$ cat src/rtl/fb_writer_if.sv
// Pixel stream handshake into the frame-buffer writer.
// Beat {s_data,s_sof,s_eol} moves when s_valid & s_ready.
interface fb_writer_if;
  logic        s_valid;
  logic        s_ready;
  logic [11:0] s_data;
  logic        s_sof;
  logic        s_eol;

  modport master (
    output s_valid, s_data, s_sof, s_eol,
    input  s_ready
  );

  modport slave (
    input  s_valid, s_data, s_sof, s_eol,
    output s_ready
  );
endinterface

$ cat src/rtl/fb_writer.sv
// Raster frame-buffer writer: stream in (s), {R,B,G} writes out,
// frame_done/busy status, sticky short/long/sof line-structure errors.
module fb_writer #(
  parameter int WIDTH  = 320,
  parameter int HEIGHT = 240,
  parameter int ADDR_W = 17
) (
  input  logic              clk,
  input  logic              rst,
  fb_writer_if.slave        s,
  input  logic              hold,
  input  logic              clear_err,
  output logic              wr_en,
  output logic [ADDR_W-1:0] wr_addr,
  output logic [11:0]       wr_data,
  output logic              frame_done,
  output logic              busy,
  output logic              err_short,
  output logic              err_long,
  output logic              err_sof
);
  localparam int XW = (WIDTH > 1) ? $clog2(WIDTH) : 1;
  localparam int YW = (HEIGHT > 1) ? $clog2(HEIGHT) : 1;
  localparam logic [XW-1:0] X_LAST = XW'(WIDTH - 1);
  localparam logic [YW-1:0] Y_LAST = YW'(HEIGHT - 1);
  localparam logic [ADDR_W-1:0] ROW_STEP = ADDR_W'(WIDTH);

  localparam logic [1:0] S_IDLE   = 2'd0;
  localparam logic [1:0] S_ACTIVE = 2'd1;
  localparam logic [1:0] S_SKIP   = 2'd2;

  logic [1:0]        state, n_state;
  logic [XW-1:0]     x, n_x, cx;
  logic [YW-1:0]     y, n_y, cy;
  logic [ADDR_W-1:0] base, n_base, cbase;
  logic              acc, restart, live;
  logic              do_wr, row_end, done;
  logic              set_short, set_long, set_sof;

  assign s.s_ready = rst & ~hold;

  always_comb begin
    acc       = s.s_valid & s.s_ready;
    restart   = acc & s.s_sof;
    // an sof beat is pixel 0 of row 0, whatever came before
    cx        = restart ? '0 : x;
    cy        = restart ? '0 : y;
    cbase     = restart ? '0 : base;
    live      = restart | (state == S_ACTIVE);
    n_state   = state;
    n_x       = x;
    n_y       = y;
    n_base    = base;
    do_wr     = 1'b0;
    row_end   = 1'b0;
    done      = 1'b0;
    set_short = 1'b0;
    set_long  = 1'b0;
    set_sof   = restart & (state != S_IDLE);
    if (acc) begin
      if (live) begin
        do_wr  = 1'b1;
        n_y    = cy;
        n_base = cbase;
        if (s.s_eol) begin
          set_short = (cx != X_LAST);
          row_end   = 1'b1;
        end else if (cx == X_LAST) begin
          set_long = 1'b1;
          n_state  = S_SKIP;
          n_x      = cx;
        end else begin
          n_state = S_ACTIVE;
          n_x     = cx + XW'(1);
        end
      end else if (state == S_SKIP && s.s_eol) begin
        row_end = 1'b1;
      end
      if (row_end) begin
        if (cy == Y_LAST) begin
          done    = 1'b1;
          n_state = S_IDLE;
          n_x     = '0;
          n_y     = '0;
          n_base  = '0;
        end else begin
          n_state = S_ACTIVE;
          n_x     = '0;
          n_y     = cy + YW'(1);
          n_base  = cbase + ROW_STEP;
        end
      end
    end
  end

  always_ff @(posedge clk) begin
    if (!rst) begin
      state      <= S_IDLE;
      x          <= '0;
      y          <= '0;
      base       <= '0;
      wr_en      <= 1'b0;
      wr_addr    <= '0;
      wr_data    <= '0;
      frame_done <= 1'b0;
      busy       <= 1'b0;
      err_short  <= 1'b0;
      err_long   <= 1'b0;
      err_sof    <= 1'b0;
    end else begin
      state      <= n_state;
      x          <= n_x;
      y          <= n_y;
      base       <= n_base;
      wr_en      <= do_wr;
      frame_done <= done;
      busy       <= (n_state != S_IDLE);
      if (do_wr) begin
        wr_addr <= cbase + ADDR_W'(cx);
        wr_data <= {s.s_data[11:8], s.s_data[3:0], s.s_data[7:4]};
      end
      // a set in the same cycle as clear_err wins
      err_short <= set_short | (err_short & ~clear_err);
      err_long  <= set_long  | (err_long  & ~clear_err);
      err_sof   <= set_sof   | (err_sof   & ~clear_err);
    end
  end
endmodule

$ cat src/flat_wrapper.sv
// flat-port wrapper written by rule: the top's interface ports become plain ports
module fb_writer_flat 
#(
  parameter int WIDTH  = 320,
  parameter int HEIGHT = 240,
  parameter int ADDR_W = 17
)
  (clk, rst, hold, clear_err, wr_en, wr_addr, wr_data, frame_done, busy, err_short, err_long, err_sof, s_s_valid, s_s_data, s_s_sof, s_s_eol, s_s_ready);
  fb_writer_if s_i ();
  input  logic clk;
  input  logic rst;
  input  logic hold;
  input  logic clear_err;
  output logic wr_en;
  output logic [ADDR_W-1:0] wr_addr;
  output logic [11:0] wr_data;
  output logic frame_done;
  output logic busy;
  output logic err_short;
  output logic err_long;
  output logic err_sof;
  input wire logic [$bits(s_i.s_valid)-1:0] s_s_valid;
  input wire logic [$bits(s_i.s_data)-1:0] s_s_data;
  input wire logic [$bits(s_i.s_sof)-1:0] s_s_sof;
  input wire logic [$bits(s_i.s_eol)-1:0] s_s_eol;
  output wire logic [$bits(s_i.s_ready)-1:0] s_s_ready;
  assign s_i.s_valid = s_s_valid;
  assign s_i.s_data = s_s_data;
  assign s_i.s_sof = s_s_sof;
  assign s_i.s_eol = s_s_eol;
  assign s_s_ready = s_i.s_ready;
  fb_writer #(.WIDTH(WIDTH), .HEIGHT(HEIGHT), .ADDR_W(ADDR_W)) u_core (.clk(clk), .rst(rst), .s(s_i), .hold(hold), .clear_err(clear_err), .wr_en(wr_en), .wr_addr(wr_addr), .wr_data(wr_data), .frame_done(frame_done), .busy(busy), .err_short(err_short), .err_long(err_long), .err_sof(err_sof));
endmodule
$ cat config.mk
export PLATFORM = sky130hd
export DESIGN_NAME = fb_writer_flat
export DESIGN_NICKNAME = d
export VERILOG_FILES = /design/src/rtl/fb_writer_if.sv /design/src/rtl/fb_writer.sv /design/src/flat_wrapper.sv
export SDC_FILE = /design/constraint.sdc
export NUM_CORES = 1
export LEC_CHECK = 0
export ABC_CLOCK_PERIOD_IN_PS = 2800
export CAP_MARGIN = 0
export CORE_MARGIN = 4
export CORE_UTILIZATION = 49
export DETAILED_ROUTE_END_ITERATION = 8
export MAX_ROUTING_LAYER = met4
export PLACE_DENSITY = 0.76
export SYNTH_ARGS = -nofsm -noshare
export SYNTH_HDL_FRONTEND = slang
export SYNTH_SLANG_ARGS = --single-unit
$ cat constraint.sdc
create_clock -name clk -period 2.8 [get_ports clk]
set_input_delay 0.28 -clock clk [delete_from_list [all_inputs] [get_ports clk]]
set_output_delay 0.28 -clock clk [all_outputs]
set_load 0.01 [all_outputs]
Word-level counts from Yosys, hierarchy flattened
Cells that the tools add are included.
{"block": "op_classes", "n_addsub": 4, "n_eq_ne": 6, "mux": 33, "bitwise": 13, "reduce_logical": 7}
{"operator": "$mux W17", "count": 4}
{"operator": "$mux W9", "count": 5}
{"operator": "$mux W8", "count": 4}
{"operator": "$add A17 B9 Y17", "count": 1}
{"operator": "$add A17 B9 Y17 const B", "count": 1}
{"operator": "$mux W1", "count": 15}
{"operator": "$mux W2", "count": 5}
{"operator": "$add A9 B1 Y9 const B", "count": 1}
{"operator": "$eq A9 B9 Y1 const B", "count": 1}
{"operator": "$ne A9 B9 Y1 const B", "count": 1}
{"operator": "$add A8 B1 Y8 const B", "count": 1}
{"operator": "$eq A8 B8 Y1 const B", "count": 1}
{"operator": "$and A1 B1 Y1", "count": 7}
{"operator": "$reduce_and A3 Y1", "count": 2}
{"operator": "$reduce_bool A2 Y1", "count": 3}
{"operator": "$or A1 B1 Y1", "count": 4}
{"operator": "$eq A2 B1 Y1 const B", "count": 1}
{"operator": "$eq A2 B2 Y1 const B", "count": 1}
{"operator": "$ne A2 B1 Y1 const B", "count": 1}
{"operator": "$not A1 Y1", "count": 2}
{"operator": "$reduce_and A2 Y1", "count": 1}
{"operator": "$logic_and A1 B1 Y1", "count": 1}
{"block": "word_totals", "ff_bits": 71, "inputBits": 19, "word_cells": 75}

Logic depth before layout (Yosys ltp)
{"block": "logic_depth", "depth_word": 12, "ltp_mapped": 14}

Worst setup path after synthesis
OpenSTA, ideal clock, no wires.
{"block": "synth_timing", "kind": "input to register", "from": "input port s_s_sof", "to": "register u_core.wr_addr[11]", "arrival_time_ps": 2856, "path_slack_ps": -130, "path_stages": 13, "n_path_buf": 4, "path_cell_list": "buf_6 -> nand4b_1 -> clkbuf_1 -> clkbuf_1 -> clkbuf_1 -> and2_1 -> ha_1 -> a21oi_1 -> o21ai_0 -> a21o_1 -> a221o_1 -> a21o_1 -> a31oi_1"}
{"block": "synth_between", "elab_chain_cells": 4, "word_cells_on_any_way": 7}
{"element": "from (decl)", "line": "flat_wrapper.sv:24", "source": "input wire logic [$bits(s_i.s_sof)-1:0] s_s_sof;"}
{"element": "$and A1 B1 Y1 (*)", "line": "fb_writer.sv:44", "source": "restart = acc & s.s_sof;"}
{"element": "branches (longest 3 deep; another with $add A17 B9 Y17)"}
{"element": "to (signal assigned)", "line": "fb_writer.sv:119", "source": "wr_addr <= cbase + ADDR_W'(cx);"}
{"element": "to (decl)", "line": "fb_writer.sv:14", "source": "output logic [ADDR_W-1:0] wr_addr,"}
Mark *: on every way between the ends.
A chain may end at the register's enable or synchronous reset.

Worst setup path after layout
{"block": "layout_timing", "from": "input port hold", "to": "register u_core.wr_addr[15]"}
{"block": "layout_between", "elab_chain_cells": 7, "word_cells_on_any_way": 10}
{"element": "from (decl)", "line": "flat_wrapper.sv:12", "source": "input logic hold;"}
{"element": "$not A1 Y1 (*)", "line": "fb_writer.sv:40", "source": "assign s.s_ready = rst & ~hold;"}
{"element": "$and A1 B1 Y1 (*)", "line": "fb_writer.sv:40"}
{"element": "$and A1 B1 Y1 (*)", "line": "fb_writer.sv:43", "source": "acc = s.s_valid & s.s_ready;"}
{"element": "branches (longest 4 deep; another with $add A17 B9 Y17)"}
Marks and branches as above.

==> out/metrics.cfg <==
[sta]
fin_setup_tns_ns=0
setup_viol=0
final_hold_viol_count=0
slew_viol_final=0
finClkSkew_ns=0.006413
worst_pin_slew_ns=0.7245
clock.fmax_mhz=373.4
finalCritPeriodShare_pct=95.66
fin_crit_ns=2.678
whs_ns=0.4547
slew_headroom_pct=51.38
rsz0062_at_grt=false

[finish]
fin_util_pct=68.37
multiInputGateArea_sq_um=2245
drive_above_1_share_pct=12.96
nFillCells=624
n_antenna_cell=0
area_growth_pct=33.11
final_cells=693
final-seq-area_sq_um=1421
fin_nets=620

[die]
design.die.area_sq_um=9239
start_util_pct=51.36
die_w_um=96.12
die_h_um=96.12
io_pins=55
coreArea_sq_um=7408
rows=31

[yosys]
synthArstFlopShare_pct=0
synth_top_area_share_pct=37.36
synth_top_flop_cell=dfxtp_1
syn_avg_cell_area_sq_um=7.656
seq_area_frac_synth_pct=37.36
synth_area_sq_um=3805
synth_largest_area_cell=dfxtp_1
yosys-top-cells-count=dfxtp_1 (71), nand2_1 (68), a21oi_1 (58)
synth.most_common_cell=dfxtp_1
synth.distinct_cells=53
yosysWarningCount=0
synth_edf_count=0
syn-num-nets=528
synthCells=497
ys_seq_elements=71
synthTopCellsByArea=dfxtp_1 (37%), a21oi_1 (7.6%), nand2_1 (6.7%)

[job]
max_cap_viol_count=0

[cts]
insertion_delay_ns=0.35
htreeDepth=3
cts_setup_buffers=0
clock_path_buffers=2
numCtsBuffers=9
clk_pin_slew_ns=0.08
clkSinkCount=71
cts-root-buf=clkbuf_8
cts_tree=yes

[power]
ir_drop_uv=352.2
p_leak_nw=1.901
power.density_nw_per_um2=447.5
power.total_w=0.002267

[min_path]
worstHoldPathCells=2
hp-class=flip-flop to flip-flop

[worst_setup_path]
cp-end-kind=flip-flop
r2r_cells=8
worst_setup_path_start_kind=primary input
crit_fanout=12
crit_type=primary input to flip-flop
crit_required_ns=3.07
cp_data_arrival_time_ns=2.95

[detailed_routing]
wl_per_cell_um=15.51
drt_iter0_drc=253
vias_per_cell=5.691
firstDrtPassIters=5
ant_nets=0
wl_um=10750
num_vias=3944
drc=0

[global_routing]
overflow=0
grt_use_met2_pct=41.58
gr-usage-met1_pct=30.94
grt_max_degree=36
grt_pass1_wl_um=17910
gr-usage-all-layers_pct=25.35
antenna_found_initial=0
grt_pass1_vias=3827
grt_use_met3_pct=5.864
busiest_layer=met2

[placement]
dp_hpwl_um=7751
placed_cells=677
place.gp.congestion=0.9252
io_buffer_count=54

[run_status]
status=complete, no violations

[cell type report]
class | instances | area share [%]
Multi-Input combinational cell | 391 | 44.32
Sequential cell | 71 | 28.06
Timing Repair Buffer | 109 | 19.32
Clock buffer | 11 | 2.792
Clock inverter | 5 | 2.544
Tap cell | 99 | 2.446
Inverter | 7 | 0.5188
[sequential cells by signal, summed over array words and instances, names as in the netlist]
name,cells
u_core.base,17
u_core.busy,1
u_core.err_long,1
u_core.err_short,1
u_core.err_sof,1
u_core.frame_done,1
u_core.state,2
u_core.wr_addr,17
u_core.wr_data,12
u_core.wr_en,1
u_core.x,9
u_core.y,8
[worst max-delay path, stage by stage]
cell             delay, ns
clkdlybuf4s50_1       0.41
nand4b_1              0.20
buf_4                 0.19
buf_12                0.14
and2_1                0.16
ha_1                  0.31
a31oi_1               0.17
o31ai_1               0.10
and3_1                0.22
a221o_1               0.39
a21o_1                0.21
a31oi_1               0.16
[worst paths after layout]
path | start | end | slack [ns]
setup / recovery | hold | u_core.wr_addr[15] | 0.12
hold / removal | u_core.wr_addr[4] | u_core.wr_addr[4] | 0.45
setup reg to reg | u_core.x[6] | u_core.wr_addr[15] | 0.53
hold reg to reg | u_core.wr_addr[4] | u_core.wr_addr[4] | 0.45
[metrics by stage]
step                      setup WS (ns)  cell area (sq um)
final                            0.1216               5065
after detailed placement        -0.1912               4790
after global placement          -0.1373               4790
after floorplan                 0.02749               3807
after CTS                       0.09765               5060
after global routing            0.01213               5065
[kinds of logic (layout without fill, tap and decap cells)]
group | after synthesis | count (layout) | synth area share, %
multiplexers | 1 | 1 | 0.2631
flip-flops | 71 | 71 | 37.36
XOR/XNOR | 19 | 19 | 4.571
AO/OA/AOI/OAI | 150 | 150 | 23.25
AND/OR/NAND/NOR | 209 | 209 | 26.73
buffers and inverters | 35 | 132 | 3.880
adder cells (fa/ha/maj) | 12 | 12 | 3.946
[cell usage in the layout (no fill, tap or decap), drive strengths merged, types with 2 or more instances in the layout]
| cell | instances |
|---|---|
| and3b | 2 |
| nor3b | 2 |
| a21oi | 58 |
| nand4 | 5 |
| inv | 6 |
| or3 | 3 |
| a32oi | 3 |
| buf | 55 |
| ha | 12 |
| and3 | 9 |
| and4b | 2 |
| and2 | 28 |
| clkinv | 2 |
| nor2b | 2 |
| or2 | 2 |
| xnor2 | 7 |
| nand2b | 3 |
| a22oi | 11 |
| clkdlybuf4s50 | 54 |
| nand3 | 28 |
| o21ai | 43 |
| clkbuf | 11 |
| o31ai | 4 |
| dfxtp | 71 |
| o211ai | 6 |
| a31oi | 9 |
| nand2 | 68 |
| bufinv | 4 |
| nor4 | 2 |
| xor2 | 12 |
| nor3 | 4 |
| nor2 | 44 |
| a21o | 3 |
| o2111ai | 2 |
[repair_timing]
item	CTS	global route
resized for setup	0	1
setup endpoints to repair	0	2
hold buffers	0	0
[per-layer routing]
metal	part of all wire [%]	vias to the layer above
met2	50	119
met4	1.6	0
met1	43	1848
met5	0	-
met3	5.5	20
li1	-	1957
[where the power goes]
group          leakage (nW)  total [W]  internal [W]  switching [W]
logic                  1.19   0.000141     0.0000656      0.0000759
registers             0.573    0.00102       0.00102     0.00000471
clock network         0.134    0.00110      0.000709       0.000394
No activity file was read; power rests on OpenSTA's default activity.
